<file path="src/rtl/msu_data_fetch.sv">
// msu_data_fetch: prefetch buffer between the MSU register block data port and
// the HPS/SDRAM file reader. Fetches 16-bit little-endian words, queues them as
// bytes behind a head register and presents the byte at the current address.
module msu_data_fetch #(
    parameter int DEPTH = 16
) (
    input  logic        CLK,
    input  logic        RST_N,
    input  logic        seek,
    input  logic [31:0] seek_addr,
    input  logic        req,
    output logic [7:0]  data_out,
    output logic        busy,
    output logic        mem_rd,
    output logic [31:0] mem_addr,
    input  logic        mem_ack,
    input  logic [15:0] mem_din
);

    localparam int AW = $clog2(DEPTH);
    localparam int CW = AW + 1;
    localparam logic [AW-1:0] PTR_ONE   = AW'(1);
    localparam logic [CW-1:0] CNT_ONE   = CW'(1);
    localparam logic [CW-1:0] CNT_ISSUE = CW'(DEPTH - 2);

    typedef enum logic [1:0] {
        ST_IDLE  = 2'd0,
        ST_WAIT  = 2'd1,
        ST_FLUSH = 2'd2
    } state_t;

    state_t          state_r;
    logic [31:0]     fetch_addr_r;
    logic            drop_lo_r;
    logic            seeked_r;
    logic            mem_rd_r;
    logic [31:0]     mem_addr_r;

    logic [7:0]      fifo_r [DEPTH];
    logic [AW-1:0]   rd_ptr_r;
    logic [AW-1:0]   wr_ptr_r;
    logic [CW-1:0]   count_r;
    logic [7:0]      head_r;
    logic            head_valid_r;
    logic [3:0]      skip_r;
    logic            busy_r;

    logic            arrival_s;
    logic [7:0]      head_n_s;
    logic            head_valid_n_s;
    logic [3:0]      skip_n_s;
    logic [AW-1:0]   rd_ptr_n_s;
    logic [AW-1:0]   wr_ptr_n_s;
    logic [CW-1:0]   count_n_s;
    logic            busy_n_s;
    logic [1:0]      byte_ok_s;
    logic [7:0]      byte_s     [2];
    logic [1:0]      push_en_s;
    logic [AW-1:0]   push_idx_s [2];
    logic [7:0]      push_dat_s [2];

    // A word is consumed only when it answers a live (non-flushed) request and no seek overrides it.
    assign arrival_s = (state_r == ST_WAIT) && mem_ack && !seek;

    // Fetch FSM: issues one word read at a time and discards the read in flight across a seek.
    always_ff @(posedge CLK or negedge RST_N) begin
        if (!RST_N) begin
            state_r      <= ST_IDLE;
            fetch_addr_r <= 32'h0000_0000;
            drop_lo_r    <= 1'b0;
            seeked_r     <= 1'b0;
            mem_rd_r     <= 1'b0;
            mem_addr_r   <= 32'h0000_0000;
        end else if (seek) begin
            fetch_addr_r <= {seek_addr[31:1], 1'b0};
            drop_lo_r    <= seek_addr[0];
            seeked_r     <= 1'b1;
            case (state_r)
                ST_IDLE: begin
                    // FIFO is being cleared, so there is always room to start at once.
                    state_r    <= ST_WAIT;
                    mem_rd_r   <= 1'b1;
                    mem_addr_r <= {seek_addr[31:1], 1'b0};
                end
                ST_WAIT: begin
                    state_r <= ST_FLUSH;
                end
                ST_FLUSH: begin
                    if (mem_ack) begin
                        state_r  <= ST_IDLE;
                        mem_rd_r <= 1'b0;
                    end
                end
                default: begin
                    state_r  <= ST_IDLE;
                    mem_rd_r <= 1'b0;
                end
            endcase
        end else begin
            case (state_r)
                ST_IDLE: begin
                    if (seeked_r && (count_r <= CNT_ISSUE)) begin
                        state_r    <= ST_WAIT;
                        mem_rd_r   <= 1'b1;
                        mem_addr_r <= fetch_addr_r;
                    end
                end
                ST_WAIT: begin
                    if (mem_ack) begin
                        state_r      <= ST_IDLE;
                        mem_rd_r     <= 1'b0;
                        fetch_addr_r <= fetch_addr_r + 32'd2;
                        drop_lo_r    <= 1'b0;
                    end
                end
                ST_FLUSH: begin
                    if (mem_ack) begin
                        state_r  <= ST_IDLE;
                        mem_rd_r <= 1'b0;
                    end
                end
                default: begin
                    state_r  <= ST_IDLE;
                    mem_rd_r <= 1'b0;
                end
            endcase
        end
    end

    // Next-state of head/FIFO/skip: consumer pop first, then the arriving bytes in address order.
    always_comb begin
        head_n_s       = head_r;
        head_valid_n_s = head_valid_r;
        skip_n_s       = skip_r;
        rd_ptr_n_s     = rd_ptr_r;
        wr_ptr_n_s     = wr_ptr_r;
        count_n_s      = count_r;
        push_en_s      = 2'b00;
        byte_s[0]      = mem_din[7:0];
        byte_s[1]      = mem_din[15:8];
        byte_ok_s      = {1'b1, !drop_lo_r};
        for (int i = 0; i < 2; i++) begin
            push_idx_s[i] = '0;
            push_dat_s[i] = 8'h00;
        end
        if (seek) begin
            head_valid_n_s = 1'b0;
            skip_n_s       = 4'd0;
            rd_ptr_n_s     = '0;
            wr_ptr_n_s     = '0;
            count_n_s      = '0;
        end else begin
            if (req && seeked_r) begin
                if (head_valid_r) begin
                    if (count_r != '0) begin
                        head_n_s   = fifo_r[rd_ptr_r];
                        rd_ptr_n_s = rd_ptr_r + PTR_ONE;
                        count_n_s  = count_r - CNT_ONE;
                    end else begin
                        // Underflow: data_out keeps the old byte until a new one loads.
                        head_valid_n_s = 1'b0;
                    end
                end else begin
                    // Consumer is ahead of the data: remember how many bytes to throw away.
                    skip_n_s = (skip_r != 4'd15) ? (skip_r + 4'd1) : skip_r;
                end
            end else begin
                skip_n_s = skip_r;
            end
            if (arrival_s) begin
                for (int i = 0; i < 2; i++) begin
                    if (byte_ok_s[i]) begin
                        if (skip_n_s != 4'd0) begin
                            skip_n_s = skip_n_s - 4'd1;
                        end else if (!head_valid_n_s) begin
                            head_n_s       = byte_s[i];
                            head_valid_n_s = 1'b1;
                        end else begin
                            push_en_s[i]  = 1'b1;
                            push_idx_s[i] = wr_ptr_n_s;
                            push_dat_s[i] = byte_s[i];
                            wr_ptr_n_s    = wr_ptr_n_s + PTR_ONE;
                            count_n_s     = count_n_s + CNT_ONE;
                        end
                    end else begin
                        push_en_s[i] = 1'b0;
                    end
                end
            end else begin
                push_en_s = 2'b00;
            end
        end
        // busy only reflects seek refills; a req underflow never raises it.
        busy_n_s = seek ? 1'b1 : (busy_r && !head_valid_n_s);
    end

    // Head, FIFO pointers, skip counter and busy flag registers.
    always_ff @(posedge CLK or negedge RST_N) begin
        if (!RST_N) begin
            head_r       <= 8'h00;
            head_valid_r <= 1'b0;
            skip_r       <= 4'd0;
            rd_ptr_r     <= '0;
            wr_ptr_r     <= '0;
            count_r      <= '0;
            busy_r       <= 1'b0;
        end else begin
            head_r       <= head_n_s;
            head_valid_r <= head_valid_n_s;
            skip_r       <= skip_n_s;
            rd_ptr_r     <= rd_ptr_n_s;
            wr_ptr_r     <= wr_ptr_n_s;
            count_r      <= count_n_s;
            busy_r       <= busy_n_s;
        end
    end

    // FIFO storage: up to two byte writes per cycle into distinct slots.
    always_ff @(posedge CLK or negedge RST_N) begin
        if (!RST_N) begin
            for (int j = 0; j < DEPTH; j++) begin
                fifo_r[j] <= 8'h00;
            end
        end else begin
            for (int i = 0; i < 2; i++) begin
                if (push_en_s[i]) begin
                    fifo_r[push_idx_s[i]] <= push_dat_s[i];
                end
            end
        end
    end

    assign data_out = head_r;
    assign busy     = busy_r;
    assign mem_rd   = mem_rd_r;
    assign mem_addr = mem_addr_r;

endmodule
</file>
<file path="config.mk">
export PLATFORM = sky130hd
export DESIGN_NAME = msu_data_fetch
export DESIGN_NICKNAME = d
export VERILOG_FILES = /design/src/rtl/msu_data_fetch.sv
export SDC_FILE = /design/constraint.sdc
export NUM_CORES = 1
export LEC_CHECK = 0
export BUFFER_PORTS_ARGS = -buffer_cell sky130_fd_sc_hd__buf_2
export CAP_MARGIN = 20
export CORE_MARGIN = 8
export CORE_UTILIZATION = 55
export CTS_CLUSTER_DIAMETER = 60
export DETAILED_ROUTE_END_ITERATION = 12
export PLACE_DENSITY_LB_ADDON = 0.25
export REMOVE_ABC_BUFFERS = 1
export SLEW_MARGIN = 10
export SYNTH_ARGS = -nofsm -noshare
export SYNTH_HDL_FRONTEND = slang
export SYNTH_SLANG_ARGS = --single-unit
</file>
<file path="constraint.sdc">
create_clock -name CLK -period 3.81 [get_ports CLK]
set_clock_uncertainty 0.1 [all_clocks]
set_input_delay 0.762 -clock CLK [delete_from_list [all_inputs] [get_ports CLK]]
set_output_delay 0.762 -clock CLK [all_outputs]
set_load 0.005 [all_outputs]
</file>
; After elaboration in Yosys (flattened, before gate mapping)
; Index checks and enable logic that the tools add are counted.
[totals]
romBits = 0
register_bits = 224
input_bits = 53
latch_bits = 0
ramBits = 0
n_memories = 0
[classes]
n_eq_ne = 5
order_cmp = 6
shift = 0
n_reduce_logical = 25
bitwise_logic = 3
muxes = 110
addsub = 10
multipliers = 0
n_div = 0
[ops]
columns = operator, n
row1 = bitwise mux 128 bit, 2
row2 = 2-to-1 mux 128 bit, 2
row3 = 2-to-1 mux 32 bit, 7
row4 = 2-to-1 mux 8 bit, 20
row5 = 2-to-1 mux 4 bit, 29
row6 = 2-to-1 mux 5 bit, 13
row7 = demux 8 bit (select 4 bit), 2
row8 = "adder 32 x 2 -> 32 bit, second input constant", 1
row9 = binary-select mux 8 bit (select 4 bit), 1
row10 = 2-to-1 mux 16 bit, 2
row11 = 2-to-1 mux 1 bit, 23
row12 = "adder 4 x 1 -> 4 bit, second input constant", 4
row13 = ">= comparator 5 bit, second input constant", 3
row14 = NOT 4 -> 5 bit, 3
row15 = nonzero test 2 bit, 7
row16 = "adder 5 x 1 -> 5 bit, second input constant", 2
row17 = "less-than comparator 5 x 1 -> 1 bit, second input constant", 2
row18 = 2-to-1 mux 2 bit, 5
row19 = nonzero test 4 bit, 2
row20 = "subtractor 4 x 1 -> 4 bit, second input constant", 2
row21 = logical AND 1 bit, 7
row22 = case mux 2 bit (3 select lines), 1
row23 = AND reduction 2 bit, 3
row24 = "<= comparator 5 x 4 -> 1 bit, second input constant", 1
row25 = other kinds (14), 15

; Longest topological paths before layout
; Gate-level depths: netlist (run 1).
[depth]
depth_word = 23
depth_mapped = 16

; Worst setup path before layout (run 1)
; OpenSTA, ideal clock, no wires.
[synth_path]
path_kind = input to register
startpoint = in req
endpoint = reg fifo_r[46] in the netlist's numbering
path_buffers = 2
required_ns = 3.573
slack_ns = -0.137
arrival_ns = 3.710
path_stages = 13
setup_time_ns = 0.137
path_cell_list = and3b_1 -> nand2_1 -> xor2_1 -> ha_1 -> nor2b_1 -> o21ai_0 -> mux2_2 -> ha_1 -> nand2b_1 -> or4_1 -> buf_2 -> buf_6 -> mux2i_1
[synth_between]
elab_chain_len = 19
[synth_rtl]
columns = item, line_no
row1 = start: declaration, 11  ; input logic req,
row2 = logical AND 1 bit *, 153  ; if (req && seeked_r) begin
row3 = 2-to-1 mux 4 bit or 2-to-1 mux 1 bit (tied branches), 153
row4 = 2-to-1 mux 4 bit or 2-to-1 mux 1 bit (tied branches), 146  ; if (seek) begin
row5 = "subtractor 4 x 1 -> 4 bit, or another cell as far along", 174  ; skip_n_s = skip_n_s - 4'd1;
row6 = 2-to-1 mux 4 bit or 2-to-1 mux 1 bit (tied branches), 173  ; if (skip_n_s != 4'd0) begin
row7 = 2-to-1 mux 4 bit or 2-to-1 mux 1 bit (tied branches), 172  ; if (byte_ok_s[i]) begin
row8 = 2-to-1 mux 4 bit or 2-to-1 mux 1 bit (tied branches), 170  ; if (arrival_s) begin
row9 = 2-to-1 mux 4 bit or 2-to-1 mux 1 bit (tied branches), 146
row10 = [... 3 more ...], -
row11 = 2-to-1 mux 8 bit, 146
row12 = NOT 4 -> 5 bit (not written as such), 227  ; fifo_r[push_idx_s[i]] <= push_dat_s[i];
row13 = >= comparator 5 bit (not written as such) or less-than comparator 5 x 1 -> 1 bit (tied branches), 227
row14 = logical AND 1 bit (not written as such), 227
row15 = 2-to-1 mux 8 bit (not written as such), 227
row16 = demux 8 bit (select 4 bit), 227
row17 = bitwise mux 128 bit, 227
row18 = 2-to-1 mux 128 bit *, 226  ; if (push_en_s[i]) begin
row19 = end signal: indexed assignment, 227
row20 = end: declaration, 39  ; logic [7:0] fifo_r [DEPTH];
; Every way passes the cells marked *; elsewhere a longest branch is shown, timed or not. The select of a mux whose other input is x is not followed.
; A chain may end at the register's enable or synchronous reset.

; Worst setup path in the final report (run 1)
[layout_path]
startpoint = reg skip_r[1]
endpoint = reg fifo_r[86] in the netlist's numbering
[layout_between]
elab_chain_len = 21
[layout_rtl]
columns = item, line_no
row1 = start: declaration, 45  ; logic [3:0] skip_r;
row2 = start signal: assignment, 210  ; skip_r <= skip_n_s;
row3 = adder 4 x 1 -> 4 bit or != test 4 bit (tied branches), 165  ; skip_n_s = (skip_r != 4'd15) ? (skip_r + 4'd1) : skip_r;
row4 = 2-to-1 mux 4 bit, 165
row5 = 2-to-1 mux 4 bit, 154  ; if (head_valid_r) begin
row6 = 2-to-1 mux 4 bit *, 153
row7 = 2-to-1 mux 4 bit *, 146
row8 = subtractor 4 x 1 -> 4 bit or nonzero test 4 bit (tied branches), "174, 173"
row9 = 2-to-1 mux 4 bit or 2-to-1 mux 1 bit (tied branches), 173
row10 = 2-to-1 mux 4 bit or 2-to-1 mux 1 bit (tied branches), 172
row11 = [... 5 more ...], -
row12 = 2-to-1 mux 8 bit, 146
row13 = NOT 4 -> 5 bit (not written as such), 227
row14 = >= comparator 5 bit (not written as such) or less-than comparator 5 x 1 -> 1 bit (tied branches), 227
row15 = logical AND 1 bit (not written as such), 227
row16 = 2-to-1 mux 8 bit (not written as such), 227
row17 = demux 8 bit (select 4 bit), 227
row18 = bitwise mux 128 bit, 227
row19 = 2-to-1 mux 128 bit *, 226
; Marks and branches as above.

==> impl_summary.log, run 1 <==
INFO  metric clk_pin_slew_worst_paths = 60 ps
INFO  metric most-common-layout-cells = mux2i_1 (259), dfrtp_1 (221), nand2_1 (109)
INFO  metric route.detailed.wl_per_inst = 21.6 um
INFO  metric numCtsBuffers = 26
INFO  metric p_int = 5200 uW
INFO  metric grt_first_pass_wirelength = 59200 um
INFO  metric synth_compound_area_share = 10.2%
INFO  metric dp_hpwl = 26000 um
INFO  metric maximum_fanout_along_the_worst_path = 8
INFO  metric synth_top_flop_cell = dfrtp_1
INFO  metric final_instance_count_excl_fillers = 1731
INFO  metric cts_sinks = 223
INFO  metric synth_enable_flop_cells = 0
INFO  metric timing.final.ws_setup = 195 ps
INFO  metric dr_wl_met3 = 2620 um
INFO  metric final_net_count = 1460
INFO  metric measured_slew_at_the_worst_slew_check_pin = 673 ps
INFO  metric cts_max_level = 1
INFO  metric grt_max_degree = 136
INFO  metric syn_inst = 1259
INFO  metric timing.critical_path.arrival = 3930 ps
INFO  metric setup_viol = 0
INFO  metric seq_area_frac_synth = 42.0%
INFO  metric synthesis.area = 0.0133 mm2
INFO  metric drt_drc_violations_left = 0
INFO  metric worst_slew_margin_rel = 55.1%
INFO  metric fp.coreArea = 0.0240 mm2
INFO  metric synth-adder-area-share = 1.69%
INFO  metric p_comb_share = 31.7%
INFO  metric total_switching_power = 2630 uW
INFO  metric io_buffer_count = 94
INFO  metric antenna_left = 0
INFO  metric report.final.hold_viol_count = 0
INFO  metric die_width = 172 um
INFO  metric synth_xor_area_share = 2.15%
INFO  metric fmax = 277 MHz
INFO  metric drt_iter0_drc = 1004
INFO  metric timing.critical_path.to_type = flop
INFO  metric drt-total-wl = 37300 um
INFO  metric dpl_cells = 1685
INFO  metric netSwitchingFraction = 33.6%
INFO  metric grt_remaining_overflow = 0
INFO  metric cp-start-kind = flop
INFO  metric met2RoutedLength = 17500 um
INFO  metric synth_top_area_share = 42.0%
INFO  metric drt-vias-per-instance = 6.13
INFO  metric main_combinational_cell_family_by_area_after_synthesis = multiplexers
INFO  metric routed.top_layer = met4
INFO  metric p_leak = 0.00712 uW
INFO  metric grt_antenna_before_repair = 1
INFO  metric result_of_the_run = finished clean
INFO  metric gpl.final_weighted_congestion = 0.954
INFO  metric power_per_unit_of_standard_cell_area = 499 mW/mm2
INFO  metric area_growth_syn_to_layout = 18.1%
INFO  metric tritoncts_clock_tree = yes
INFO  metric synthMuxAreaShare = 27.2%
INFO  metric route.layer.met1.wl = 15700 um
INFO  metric yosys_warnings = 0
INFO  metric detailed_place.area = 0.0149 mm2
INFO  metric postSynthRegisterBits = 223
INFO  metric final_min_period_over_clock_period = 94.9%
INFO  metric max_cap_viol_count = 0
INFO  metric timing_worst_setup_path_type = flop to flop
INFO  metric vdd_drop_max = 0.000511 V
INFO  metric clk_latency = 540 ps
INFO  metric power.share.sequential = 37.2%
INFO  metric drive_above_1_share = 22.4%
INFO  metric detailedRoute.firstPassIterationCount = 5
INFO  metric postLayoutCellArea = 0.0157 mm2
INFO  metric final.fill_count = 1855
INFO  metric start_util = 55.3%
INFO  metric num_rows = 57
INFO  metric yosys.area.top_type = dfrtp_1
INFO  metric synthTopCellsByArea = dfrtp_1 (42%), mux2i_1 (19%), mux4_2 (6.8%)
INFO  metric floorplan.die_area = 0.0294 mm2
INFO  metric top_level_ports = 95
INFO  metric unrepaired_setup_endpoints_after_global_routing = false
INFO  metric synth_simple_gate_area_share = 13.6%
INFO  metric clockPowerShare = 31.1%
INFO  metric clock_tree.buffer_depth = 3
INFO  metric synthDistinctLibCells = 75
INFO  metric placement.setup.worst_slack = -120 ps
INFO  metric mostFrequentLayoutCell = mux2i_1
INFO  metric synth_area_per_cell = 10.6 um2
INFO  metric min_path_type = primary input to async pin
INFO  metric track_usage = 25.5%
INFO  metric cp.required = 4130 ps
INFO  metric first_global_vias = 10700
INFO  metric fin_crit = 3620 ps
INFO  metric via_count = 10600
INFO  metric clock_tree.root_cell = clkbuf_16
INFO  metric max_slew_violations = 0
INFO  metric async_set_or_reset_flop_fraction_in_the_synthesized_netlist = 100%
INFO  metric chipHeight = 172 um
cell type report:
class | instances | area [um2] | area share (%)
timing repair buffer | 186 | 1470 | 9.38
sequential | 223 | 5580 | 35.5
multi-input combinational | 929 | 7330 | 46.6
tap | 324 | 405 | 2.58
inverter | 23 | 86.3 | 0.550
antenna | 1 | 2.50 | 0.0159
clock buffer | 39 | 771 | 4.91
clock inverter | 6 | 61.3 | 0.390
metal layers:
| layer | track usage, % | vias up |
|---|---|---|
| met5 | 0 | - |
| met4 | 10.7 | 0 |
| met3 | 3.95 | 93 |
| met2 | 41.1 | 376 |
| met1 | 34.0 | 5273 |
| li1 | - | 4874 |
synthesized netlist by cell type (10+ instances only):
library cell / instances
o21ai_0: 66
xor2_1: 15
ha_1: 18
nand4_1: 15
nand3_1: 33
nor3_1: 18
and3_1: 14
a211oi_1: 17
nor2_2: 10
mux2_2: 11
xnor2_1: 14
nor2_1: 79
dfrtp_1: 223
mux4_2: 40
a21o_1: 15
inv_1: 22
a21oi_1: 70
nand2_1: 109
buf_1: 16
clkbuf_1: 62
mux2i_1: 259
kinds of logic (layout without fill, tap and decap cells):
family	after synthesis	after routing
fa+ha+maj	18	18
other cells	0	1
xor+xnor	31	31
compound gates	222	222
flops	223	223
buf+inv	107	254
simple gates	348	348
mux	310	310
power groups by stage:
stage,Clock (uW),Sequential [uW],Combinational [uW]
global placement,0,2940,2390
CTS,2480,2910,2470
finish,2440,2920,2480
global route,2570,2960,2760
floorplan,0,2940,1420
detailed placement,0,2950,2450
critical path, stage by stage, from the launching register on:
cell and delay, ps:
dfrtp_2 410, ha_2 250, nand3_1 110, nand2_1 160, mux2i_1 270, ha_1 250
nand2b_1 110, a211oi_2 260, a21boi_2 230, buf_4 200, nand3b_1 240, or3_1 420
buf_4 200, mux2i_1 200, mux2i_1 90
sequential cells by signal (all words and copies together), names as in the netlist:
register,cells
fifo_r,128
mem_addr,32
fetch_addr_r,31
data_out,8
count_r,5
rd_ptr_r,4
skip_r,4
wr_ptr_r,4
state_r,2
busy,1
drop_lo_r,1
head_valid_r,1
mem_rd,1
seeked_r,1
path summary, 6_finish.rpt:
| check | from | end | slack, ps | cells past startpoint |
|---|---|---|---|---|
| min in group CLK | seek_addr[0] | drop_lo_r | 350 | 3 |
| setup reg to reg | skip_r[1] | fifo_r[86] | 190 | 14 |
| max in group asynchronous | RST_N | mem_addr[18] | 2520 | 2 |
| hold reg to reg | mem_addr[31] | mem_addr[31] | 370 | 1 |
| hold / removal | RST_N | fifo_r[105] | 130 | 1 |
| setup / recovery | skip_r[1] | fifo_r[86] | 190 | 14 |
per-stage QoR:
stage	total power, uW	TNS, ps	util, %	hold WS (ps)
2_1_floorplan	4360	-17070	-	366
3_3_place_gp	5340	0	61.8	355
3_5_place_dp	5410	-2500	61.8	360
4_1_cts	7860	0	65.3	151
5_1_grt	8280	0	65.4	179
6_report	7840	0	65.4	131
repair_timing:
item                                    CTS  global route
hold buffers                              0             0
endpoints found under the hold margin     0             0
resized for setup                         0             5
endpoints found under the setup margin    0           121
setup buffers                             0             0
Power figures use the tool's default switching activity.
==> run 2: changes to the inputs <==
- CORE_UTILIZATION: 55 -> 26
- GPL_TIMING_DRIVEN: unset -> 0
==> impl_summary.log, run 2 (same netlist as run 1, synthesis figures left out) <==
INFO  metric clk_pin_slew_worst_paths = 60 ps
INFO  metric route.detailed.wl_per_inst = 20.6 um
INFO  metric worst_slew_margin_rel = 42.5%
INFO  metric cts_sinks = 223
INFO  metric dpl_cells = 1956
INFO  metric clock_tree.buffer_depth = 3
INFO  metric power_per_unit_of_standard_cell_area = 521 mW/mm2
INFO  metric route.layer.met1.wl = 19600 um
INFO  metric cts_max_level = 1
INFO  metric start_util = 26.1%
INFO  metric fin_crit = 3630 ps
INFO  metric max_slew_violations = 0
INFO  metric regMostFlops = fifo_r
INFO  metric result_of_the_run = finished clean
INFO  metric most-common-layout-cells = mux2i_1 (257), dfrtp_1 (218), nand2_1 (102)
INFO  metric largest_register_ff_count = 128
INFO  metric met2RoutedLength = 18800 um
INFO  metric drt_iter0_drc = 596
INFO  metric drt-vias-per-instance = 4.99
INFO  metric final_min_period_over_clock_period = 95.1%
INFO  metric track_usage = 14.0%
INFO  metric drt_drc_violations_left = 0
INFO  metric numCtsBuffers = 30
INFO  metric top_level_ports = 95
INFO  metric setup_tns = 0 ps
INFO  metric hold_ws = 34.0 ps
INFO  metric gpl.final_weighted_congestion = 0.863
INFO  metric register_to_register_setup_slack = 180 ps
INFO  metric drt-total-wl = 42300 um
INFO  metric final_net_count = 1418
INFO  metric measured_slew_at_the_worst_slew_check_pin = 863 ps
INFO  metric timing_worst_setup_path_type = flop to flop
INFO  metric cp-start-kind = flop
INFO  metric floorplan.die_area = 0.0587 mm2
INFO  metric routed.top_layer = met5
INFO  metric timing.critical_path.to_type = flop
INFO  metric dp_hpwl = 28200 um
INFO  metric clk_latency = 570 ps
INFO  metric postLayoutCellArea = 0.0163 mm2
INFO  metric timing.critical_path.arrival = 4000 ps
INFO  metric via_count = 10200
INFO  metric mostFrequentLayoutCell = mux2i_1
INFO  metric final_instance_count_excl_fillers = 2051
INFO  metric dr_wl_met3 = 2410 um
INFO  metric detailedRoute.firstPassIterationCount = 4
INFO  metric max_cap_viol_count = 0
INFO  metric detailed_place.area = 0.0145 mm2
INFO  metric p_total = 8510 uW
INFO  metric fp.coreArea = 0.0510 mm2
INFO  metric cp.required = 4180 ps
INFO  metric clock_tree.root_cell = clkbuf_16
INFO  metric min_path_type = primary input to async pin
INFO  metric grt_first_pass_wirelength = 65500 um
INFO  metric p_leak = 0.00703 uW
INFO  metric grt_remaining_overflow = 0
INFO  metric maximum_fanout_along_the_worst_path = 8
INFO  metric area_growth_syn_to_layout = 22.9%
INFO  metric fmax = 276 MHz
INFO  metric setup_viol = 0
INFO  metric hold_buffers = 0
INFO  metric vdd_drop_max = 0.000311 V
INFO  metric num_rows = 83
INFO  metric insertedDiodeCount = 0
INFO  metric antenna_left = 0
INFO  metric grt_antenna_before_repair = 2
INFO  metric report.final.hold_viol_count = 0
INFO  metric chipHeight = 242 um
INFO  metric tritoncts_clock_tree = yes
INFO  metric die_width = 242 um
INFO  metric io_buffer_count = 94
INFO  metric first_global_vias = 10600
INFO  metric grt_max_degree = 82
INFO  metric drive_above_1_share = 23.6%
-- run 2: repair_timing --
action                     4_1_cts  5_1_grt
resized for setup               49       18
buffers inserted                30        8
cloned                           1        0
setup endpoints to repair      144      136
pin swaps                       16        5
-- run 2: layer usage --
layer / up-vias / global-route usage, %
met2: 250 / 21.8
met4: 2 / 4.59
met5: - / 0
met1: 5115 / 18.8
li1: 4803 / -
met3: 68 / 3.55
-- run 2: path summary, 6_finish.rpt --
check | start | endpoint | cells after the start
worst max-delay path | head_valid_r | fifo_r[39] | 14
worst min-delay path | RST_N | mem_addr[4] | 1
worst max register to register | head_valid_r | fifo_r[39] | 14
worst min register to register | mem_addr[15] | mem_addr[15] | 2
max in group asynchronous | RST_N | fifo_r[122] | 2
min in group CLK | seek_addr[14] | fetch_addr_r[14] | 3
-- run 2: power breakdown --
group	total [uW]	switching [uW]	internal (uW)
sequential	2920	238	2680
combinational	2430	1430	999
clock	3150	1160	1990
-- run 2: cell type report --
class / instances / area (um2)
Clock buffer: 37 / 848
Multi-Input combinational cell: 930 / 7620
Sequential cell: 223 / 5590
Tap cell: 680 / 851
Timing Repair Buffer: 139 / 1070
Fill cell: 5185 / 34600
Clock inverter: 19 / 272
Inverter: 23 / 87.6
-- run 2: worst max-delay path, cell delays in order (launching register included) --
cell and delay, ps:
dfrtp_1 450, and3b_2 280, nand2_4 120, mux2i_2 250
ha_2 260, nand2b_1 120, a211oi_2 220, a21boi_4 340
nand2_4 140, xnor2_4 200, buf_4 220, buf_4 140
nor4_4 310, buf_12 180, mux2i_1 190
-- run 2: metrics by stage --
step,util [%],setup slack (ps)
3_5_place_dp,28.4,-1530
6_report,32.0,185
3_3_place_gp,28.0,-2550
2_1_floorplan,-,-261
4_1_cts,31.7,-3.13
5_1_grt,32.0,-9.61
